<file path="src/rtl/k_and_s_control_unit.sv">
// K&S processor control unit: Moore FSM sequencing fetch, decode and execute.
// Drives every datapath control strobe and the RAM write strobe.
// Optional build macro K_AND_S_PERF_CNT_EN adds the instr_count and
// cycle_count performance counter outputs.

package k_and_s_pkg;
    typedef enum logic [4:0] {
        I_NOP    = 5'd0,
        I_LOAD   = 5'd1,
        I_STORE  = 5'd2,
        I_MOVE   = 5'd3,
        I_ADD    = 5'd4,
        I_SUB    = 5'd5,
        I_AND    = 5'd6,
        I_OR     = 5'd7,
        I_BRANCH = 5'd8,
        I_BZERO  = 5'd9,
        I_BNZERO = 5'd10,
        I_BNEG   = 5'd11,
        I_BNNEG  = 5'd12,
        I_BOV    = 5'd13,
        I_BNOV   = 5'd14,
        I_HALT   = 5'd15
    } decoded_instruction_type;
endpackage

module k_and_s_control_unit
    import k_and_s_pkg::*;
#(
    parameter int MEM_WAIT = 1
) (
    input  logic                    clk,
    input  logic                    rst,
    input  decoded_instruction_type decoded_instruction,
    input  logic                    zero_op,
    input  logic                    neg_op,
    input  logic                    unsigned_overflow,
    input  logic                    signed_overflow,
    output logic                    branch,
    output logic                    pc_enable,
    output logic                    ir_enable,
    output logic                    addr_sel,
    output logic                    c_sel,
    output logic [1:0]              operation,
    output logic                    write_reg_enable,
    output logic                    flags_reg_enable,
    output logic                    ram_write_enable,
`ifdef K_AND_S_PERF_CNT_EN
    output logic [15:0]             instr_count,
    output logic [15:0]             cycle_count,
`endif
    output logic                    halt
);

    typedef enum logic [2:0] {
        S_FETCH       = 3'd0,
        S_DECODE      = 3'd1,
        S_EXEC_LOAD   = 3'd2,
        S_EXEC_STORE  = 3'd3,
        S_EXEC_MOVE   = 3'd4,
        S_EXEC_ALU    = 3'd5,
        S_EXEC_BRANCH = 3'd6,
        S_HALTED      = 3'd7
    } state_t;

    // Wait counter value marking the final cycle of a memory access
    localparam logic [2:0] LP_LAST = 3'(MEM_WAIT);

    state_t     r_state;
    state_t     w_next_state;
    logic [2:0] r_wcnt;
    logic [2:0] w_wcnt_next;
    logic       w_mem_last;
    logic       w_taken;

    // Reserved flag, carried for interface compatibility only
    logic       w_unused_sig;
    assign w_unused_sig = signed_overflow;

    assign w_mem_last = (r_wcnt == LP_LAST);

    // Branch condition evaluated from the registered ALU flags
    always_comb begin
        w_taken = 1'b0;
        case (decoded_instruction)
            I_BRANCH: w_taken = 1'b1;
            I_BZERO:  w_taken = zero_op;
            I_BNZERO: w_taken = ~zero_op;
            I_BNEG:   w_taken = neg_op;
            I_BNNEG:  w_taken = ~neg_op;
            I_BOV:    w_taken = unsigned_overflow;
            I_BNOV:   w_taken = ~unsigned_overflow;
            default:  w_taken = 1'b0;
        endcase
    end

    // State and wait counter registers
    always_ff @(posedge clk) begin
        if (rst) begin
            r_state <= S_FETCH;
            r_wcnt  <= 3'd0;
        end else begin
            r_state <= w_next_state;
            r_wcnt  <= w_wcnt_next;
        end
    end

    // Next-state and Moore output decode; reset forces every output low
    always_comb begin
        w_next_state     = r_state;
        w_wcnt_next      = 3'd0;
        branch           = 1'b0;
        pc_enable        = 1'b0;
        ir_enable        = 1'b0;
        addr_sel         = 1'b0;
        c_sel            = 1'b0;
        operation        = 2'b00;
        write_reg_enable = 1'b0;
        flags_reg_enable = 1'b0;
        ram_write_enable = 1'b0;
        halt             = 1'b0;

        case (r_state)
            S_FETCH: begin
                addr_sel = 1'b0;
                if (w_mem_last) begin
                    ir_enable    = 1'b1;
                    w_next_state = S_DECODE;
                end else begin
                    w_wcnt_next = r_wcnt + 3'd1;
                end
            end
            S_DECODE: begin
                pc_enable = 1'b1;
                case (decoded_instruction)
                    I_LOAD:  w_next_state = S_EXEC_LOAD;
                    I_STORE: w_next_state = S_EXEC_STORE;
                    I_MOVE:  w_next_state = S_EXEC_MOVE;
                    I_ADD, I_SUB, I_AND, I_OR:
                             w_next_state = S_EXEC_ALU;
                    I_BRANCH, I_BZERO, I_BNZERO, I_BNEG, I_BNNEG, I_BOV, I_BNOV:
                             w_next_state = S_EXEC_BRANCH;
                    I_HALT:  w_next_state = S_HALTED;
                    default: w_next_state = S_FETCH;
                endcase
            end
            S_EXEC_LOAD: begin
                addr_sel = 1'b1;
                c_sel    = 1'b0;
                if (w_mem_last) begin
                    write_reg_enable = 1'b1;
                    w_next_state     = S_FETCH;
                end else begin
                    w_wcnt_next = r_wcnt + 3'd1;
                end
            end
            S_EXEC_STORE: begin
                addr_sel         = 1'b1;
                ram_write_enable = 1'b1;
                w_next_state     = S_FETCH;
            end
            S_EXEC_MOVE: begin
                operation        = 2'b11;
                c_sel            = 1'b1;
                write_reg_enable = 1'b1;
                w_next_state     = S_FETCH;
            end
            S_EXEC_ALU: begin
                c_sel            = 1'b1;
                write_reg_enable = 1'b1;
                flags_reg_enable = 1'b1;
                case (decoded_instruction)
                    I_SUB:   operation = 2'b01;
                    I_AND:   operation = 2'b10;
                    I_OR:    operation = 2'b11;
                    default: operation = 2'b00;
                endcase
                w_next_state = S_FETCH;
            end
            S_EXEC_BRANCH: begin
                branch       = 1'b1;
                pc_enable    = w_taken;
                w_next_state = S_FETCH;
            end
            S_HALTED: begin
                halt         = 1'b1;
                w_next_state = S_HALTED;
            end
            default: begin
                w_next_state = S_FETCH;
            end
        endcase

        if (rst) begin
            branch           = 1'b0;
            pc_enable        = 1'b0;
            ir_enable        = 1'b0;
            addr_sel         = 1'b0;
            c_sel            = 1'b0;
            operation        = 2'b00;
            write_reg_enable = 1'b0;
            flags_reg_enable = 1'b0;
            ram_write_enable = 1'b0;
            halt             = 1'b0;
        end
    end

`ifdef K_AND_S_PERF_CNT_EN
    logic [15:0] r_instr_count;
    logic [15:0] r_cycle_count;

    // Performance counters: cycles run until halt, instructions decoded
    always_ff @(posedge clk) begin
        if (rst) begin
            r_instr_count <= 16'd0;
            r_cycle_count <= 16'd0;
        end else begin
            if (r_state != S_HALTED) begin
                r_cycle_count <= r_cycle_count + 16'd1;
            end
            if (r_state == S_DECODE) begin
                r_instr_count <= r_instr_count + 16'd1;
            end
        end
    end

    assign instr_count = r_instr_count;
    assign cycle_count = r_cycle_count;
`endif

endmodule

</file>
<file path="config.mk">
export PLATFORM = sky130hd
export DESIGN_NAME = k_and_s_control_unit
export DESIGN_NICKNAME = d
export VERILOG_FILES = /design/src/rtl/k_and_s_control_unit.sv
export SDC_FILE = /design/constraint.sdc
export NUM_CORES = 1
export LEC_CHECK = 0
export CORE_UTILIZATION = 38
export CTS_BUF_LIST = sky130_fd_sc_hd__clkbuf_8 sky130_fd_sc_hd__clkbuf_16
export CTS_CLUSTER_DIAMETER = 40
export DETAILED_ROUTE_END_ITERATION = 16
export HOLD_SLACK_MARGIN = 0.15
export PLACE_DENSITY = 0.83
export SLEW_MARGIN = 20
export SYNTH_ARGS = -nofsm -noshare
export SYNTH_HDL_FRONTEND = slang
export SYNTH_SLANG_ARGS = --single-unit
</file>
<file path="constraint.sdc">
create_clock -name clk -period 1.23 [get_ports clk]
set_clock_uncertainty 0.15 [all_clocks]
set_input_delay 0.246 -clock clk [delete_from_list [all_inputs] [get_ports clk]]
set_output_delay 0.246 -clock clk [all_outputs]
set_load 0.02 [all_outputs]
</file>
==> results.cfg, run 1 <==
[run_status]
status = finished, violations left
violations = setup timing

[critical_path]
cp.arrival_ps = 1420
startpoint_type = primary input
worstSetupPathType = primary input to primary output
path_max_fanout = 1
critPathRequiredTime_ps = 830
cp-end-kind = primary output

[synthesis]
seq_area_frac_synth_pct = 21.0
ys_ff_latch = 6
ys_async_sr_fraction_pct = 0
syn_area_um2 = 572
synth.avg_cell_area_um2 = 8.17
syn_inst = 70
synth.net_count = 87
synthDistinctLibCells = 29
synthFlopType = dfxtp_1
synth_edf_count = 0
synth.area.top_cells = dfxtp_1 21%, ha_1 13%, nand2b_1 5.5%
synth_common_cells = 8 x nor2_1, 6 x dfxtp_1, 6 x ha_1
yosysWarnings = 0
synth_top_area_share_pct = 21.0
synth_top_area_cell = dfxtp_1
synth.most_common_cell = nor2_1

[clock_tree]
clk_pin_slew_worst_paths_ps = 40
clockBufferDepth = 2
cts_max_level = 1
cts-buffers-inserted = 3
hold_buffers = 0
tritoncts = done
cts_root_buffer = clkbuf_8
clk_latency_ps = 230
cts_sinks = 6

[grt]
grt_pass1_wl_um = 3580
grt_max_degree = 8
grt_overflow = 0
first_global_vias = 765
antenna_found_initial = 0
grt.total_usage_pct = 35.0

[floorplan]
rows = 13
core-area_mm2 = 0.00135
die_y_um = 40.8
dieArea_mm2 = 0.00166
io_pins = 22
die_w_um = 40.8
initial_core_util_pct = 42.4

[pwr]
pwr-share-seq_pct = 20.2
leakagePower_nw = 0.518
internal_power_w = 0.00117
p_sw_share_pct = 42.8
peakVddDrop_mv = 1.71
p_per_area_mw_per_mm2 = 1630
netSwitchingPower_w = 0.000876
clockPowerShare_pct = 15.3
p_comb_share_pct = 64.5

[sta]
final-max-slew-violation-count = 0
worstMarginPinSlew_ps = 275
rsz0062_at_grt = yes
timing.fmax_ghz = 0.551
timing.setup.tns_ps = -6270
setup_violations = 16
hold_viol = 0
fin_ws_ps = -585
fin_crit_sh_pct = 148
min_period_ps = 1820
relSlewSlack_pct = 81.6

[route]
firstDrtPassIters = 4
vias = 803
drc = 0
wl_um = 2880
dr.first_iter.drc_count = 18
vias_per_cell = 6.13
postRouteAntennaNets = 0
wl_per_cell_um = 22.0

[placed_design]
gp_congestion = 0.794
place_inst = 119
post-dp-hpwl_um = 1380
port_buffers = 20

[job]
drv_cap = 0

[cells_and_area]
fin_cells = 131
nets = 135
area_delta_synth_final_pct = 119
n_fill_cell = 39
drive_gt1_share_pct = 69.8
multi_input_area_um2 = 603
antennaDiodeCount = 0
ff_latch_area_um2 = 134

[min_path]
hold_class = flop to flop
## path summary, 6_finish.rpt
| kind | from | slack, ps | cells after the start | endpoint |
|---|---|---|---|---|
| worst max-delay path | zero_op | -590 | 5 | pc_enable |
| worst min register to register | r_wcnt[0]$_SDFF_PP0_ | 420 | 2 | r_wcnt[0]$_SDFF_PP0_ |
| worst min-delay path | r_wcnt[0]$_SDFF_PP0_ | 420 | 2 | r_wcnt[0]$_SDFF_PP0_ |
| worst max register to register | r_state[2]$_SDFFE_PP0P_ | -380 | 5 | r_state[0]$_SDFFE_PP0P_ |
## metrics by stage
stage / area, um2 / utilization [%] / worst slack (ps) / power (W) / hold slack, ps
after floorplan: 671 / - / -249 / 0.000889 / 164
after global placement: 983 / 72.8 / -1150 / 0.00118 / 363
after detailed placement: 983 / 72.8 / -1170 / 0.00122 / 383
after CTS: 1190 / 88.0 / -502 / 0.00181 / 394
after global routing: 1250 / 93.0 / -627 / 0.00211 / 419
final: 1250 / 93.0 / -585 / 0.00205 / 416
## final cells by class
type	count	area share, %
Clock buffer	3	3.29
Multi-Input combinational cell	56	48.1
Inverter	3	0.897
Sequential cell	6	10.7
Timing Repair Buffer	48	35.6
Tap cell	15	1.50
## timing repair
action	4_1_cts	5_1_grt
buffers inserted	7	3
hold endpoints to repair	0	0
resized for setup	102	14
setup endpoints to repair	16	17
pin swaps	10	10
## power by group through the flow
stage | clock [W] | combinational (W) | sequential, W
2_1_floorplan | 0 | 0.000591 | 0.000298
3_3_place_gp | 0 | 0.000842 | 0.000338
3_5_place_dp | 0 | 0.000870 | 0.000345
4_1_cts | 0.000310 | 0.00111 | 0.000388
5_1_grt | 0.000328 | 0.00137 | 0.000413
6_report | 0.000313 | 0.00132 | 0.000413
## cell families after synthesis
family / count (synthesis) / share of synthesized area (%)
AOI/OAI and AO/OA: 16 / 20.1
adders and majority gates: 6 / 13.1
buffers and inverters: 8 / 8.10
DFF: 6 / 21.0
muxes: 3 / 5.25
and+or+nand+nor: 31 / 32.4
## layout by cell type, fill, tap and decap left out, types with 2 or more instances in the layout
master,synthesis,layout
buf_4,0,21
buf_6,2,17
dlygate4sd2_1,0,6
nor2_4,0,4
o211ai_1,3,3
nand2b_1,5,3
mux2i_1,3,3
ha_2,0,3
clkbuf_8,0,3
clkdlybuf4s50_1,0,3
dfxtp_4,0,3
inv_1,3,2
nand2b_4,0,2
nor4b_4,1,2
a21oi_4,0,2
nand2_4,0,2
nor2_2,0,2
a21oi_2,0,2
nor3_4,0,2
nor2_1,8,2
nor3_2,0,2
ha_1,6,2
dfxtp_2,0,2
## registers in the layout (all words and copies together), names as in the netlist
signal,cells
r_state,3
r_wcnt,3
## per-layer routing
| layer | wire [um] | global-route usage (%) | vias up |
|---|---|---|---|
| li1 | - | - | 346 |
| met1 | 1150 | 35.7 | 400 |
| met2 | 1510 | 62.5 | 47 |
| met3 | 156 | 10.9 | 10 |
| met4 | 76 | 18.3 | 0 |
| met5 | 0 | 0 | - |
## critical path, stage by stage
cell and delay (ps):
clkdlybuf4s50_1 420, mux2i_1 220, mux2i_1 130, a211oi_2 230, buf_4 180
Note: power is estimated with default switching activity, not from simulation.
==> inputs of run 2 (changes only) <==
--- a/config.mk
+++ b/config.mk
@@ -10,7 +10,8 @@
 export CTS_CLUSTER_DIAMETER = 40
 export DETAILED_ROUTE_END_ITERATION = 16
 export HOLD_SLACK_MARGIN = 0.15
-export PLACE_DENSITY = 0.83
+export PLACE_DENSITY = 0.74
+export REMOVE_ABC_BUFFERS = 1
 export SLEW_MARGIN = 20
 export SYNTH_ARGS = -nofsm -noshare
 export SYNTH_HDL_FRONTEND = slang
==> results.cfg, run 2 (synthesis gave the netlist of run 1 again) <==
[route]
dr.first_iter.drc_count = 9
wl_per_cell_um = 15.6
drc = 0
postRouteAntennaNets = 0
firstDrtPassIters = 4
vias_per_cell = 5.46
vias = 715
wl_um = 2040

[clock_tree]
clk_latency_ps = 230
tritoncts = done
clk_pin_slew_worst_paths_ps = 40
hold_buffers = 0
cts_sinks = 6
clockBufferDepth = 2
cts_max_level = 1
cts_root_buffer = clkbuf_8
cts-buffers-inserted = 3

[pwr]
leakagePower_nw = 0.530
peakVddDrop_mv = 0.842
p_per_area_mw_per_mm2 = 1680

[critical_path]
cp-end-kind = primary output
cp.arrival_ps = 1370
startpoint_type = flop
worstSetupPathType = flop to primary output
critPathRequiredTime_ps = 830
path_max_fanout = 7

[floorplan]
die_w_um = 40.8
die_y_um = 40.8
dieArea_mm2 = 0.00166
rows = 13
io_pins = 22
initial_core_util_pct = 42.4
core-area_mm2 = 0.00135

[cells_and_area]
reg.largest.list = r_state x3, r_wcnt x3
area_delta_synth_final_pct = 106
fin_cells = 131
antennaDiodeCount = 0
final_common_cell = buf_4
mostFrequentLayoutCells = 32 x buf_4, 7 x buf_6, 5 x dlygate4sd2_1
nets = 135
final_area_mm2 = 0.00118
drive_gt1_share_pct = 65.5
n_fill_cell = 77

[sta]
relSlewSlack_pct = 82.3
fin_ws_ps = -535
rsz0062_at_grt = yes
min_period_ps = 1770
timing.setup.tns_ps = -5610
timing.fmax_ghz = 0.567
worstMarginPinSlew_ps = 265
setup_violations = 14
fin_crit_sh_pct = 144
whs_ps = 379
hold_viol = 0
final-max-slew-violation-count = 0

[min_path]
hold_class = flop to flop

[placed_design]
gp_congestion = 0.727
place_area_um2 = 928
place_inst = 123
post-place-ws_ps = -1190
port_buffers = 20
post-dp-hpwl_um = 1160

[grt]
grt.total_usage_pct = 23.9
first_global_vias = 626
grt_pass1_wl_um = 2540
antenna_found_initial = 0
grt_max_degree = 8
grt_overflow = 0

[run_status]
status = finished, violations left
violations = setup timing

[job]
drv_cap = 0
[run 2: layout make-up]
cell class | count | area (um2) | area share [%]
Clock buffer | 3 | 41.3 | 3.50
Inverter | 3 | 11.3 | 0.954
Multi-Input combinational cell | 56 | 569 | 48.3
Sequential cell | 6 | 131 | 11.1
Tap cell | 15 | 18.8 | 1.59
Timing Repair Buffer | 48 | 408 | 34.6
[run 2: timing repair]
| item | in CTS | in global routing |
|---|---|---|
| gates resized for setup | 101 | 18 |
| pin swaps | 17 | 12 |
| cloned | 0 | 0 |
| endpoints found under the setup margin | 15 | 17 |
| buffers inserted | 3 | 2 |
[run 2: per-layer routing]
layer | part of all wire (%) | GRT usage (%)
met2 | 56 | 47.3
met5 | 0 | 0
met4 | 1.8 | 15.8
met1 | 40 | 23.3
met3 | 1.6 | 0.543
[run 2: worst max-delay path, stage by stage, from the launching register on]
cell	delay [ps]
dfxtp_4	370
nor4b_4	290
o211ai_1	130
a21oi_1	190
buf_4	170
[run 2: path summary, 6_finish.rpt]
path,from,end,slack (ps),depth (start not counted)
max,r_state[1]$_SDFFE_PP0P_,operation[0],-540,4
min,r_wcnt[0]$_SDFF_PP0_,r_wcnt[0]$_SDFF_PP0_,380,2
max reg2reg,r_state[1]$_SDFFE_PP0P_,r_state[1]$_SDFFE_PP0P_,-400,6
min reg2reg,r_wcnt[0]$_SDFF_PP0_,r_wcnt[0]$_SDFF_PP0_,380,2
[run 2: through the flow]
| step | power, W | utilization (%) |
|---|---|---|
| CTS | 0.00178 | 81.3 |
| detailed placement | 0.00117 | 68.8 |
| global placement | 0.00114 | 68.8 |
| floorplan | 0.000738 | - |
| finish | 0.00198 | 87.4 |
| global route | 0.00211 | 87.4 |
[run 2: report_power, final]
group | switching, W | internal, W | total (W)
logic | 0.000600 | 0.000695 | 0.00130
registers | 0.000101 | 0.000282 | 0.000383
clock network | 0.0000947 | 0.000211 | 0.000306
total | 0.000796 | 0.00119 | 0.00198
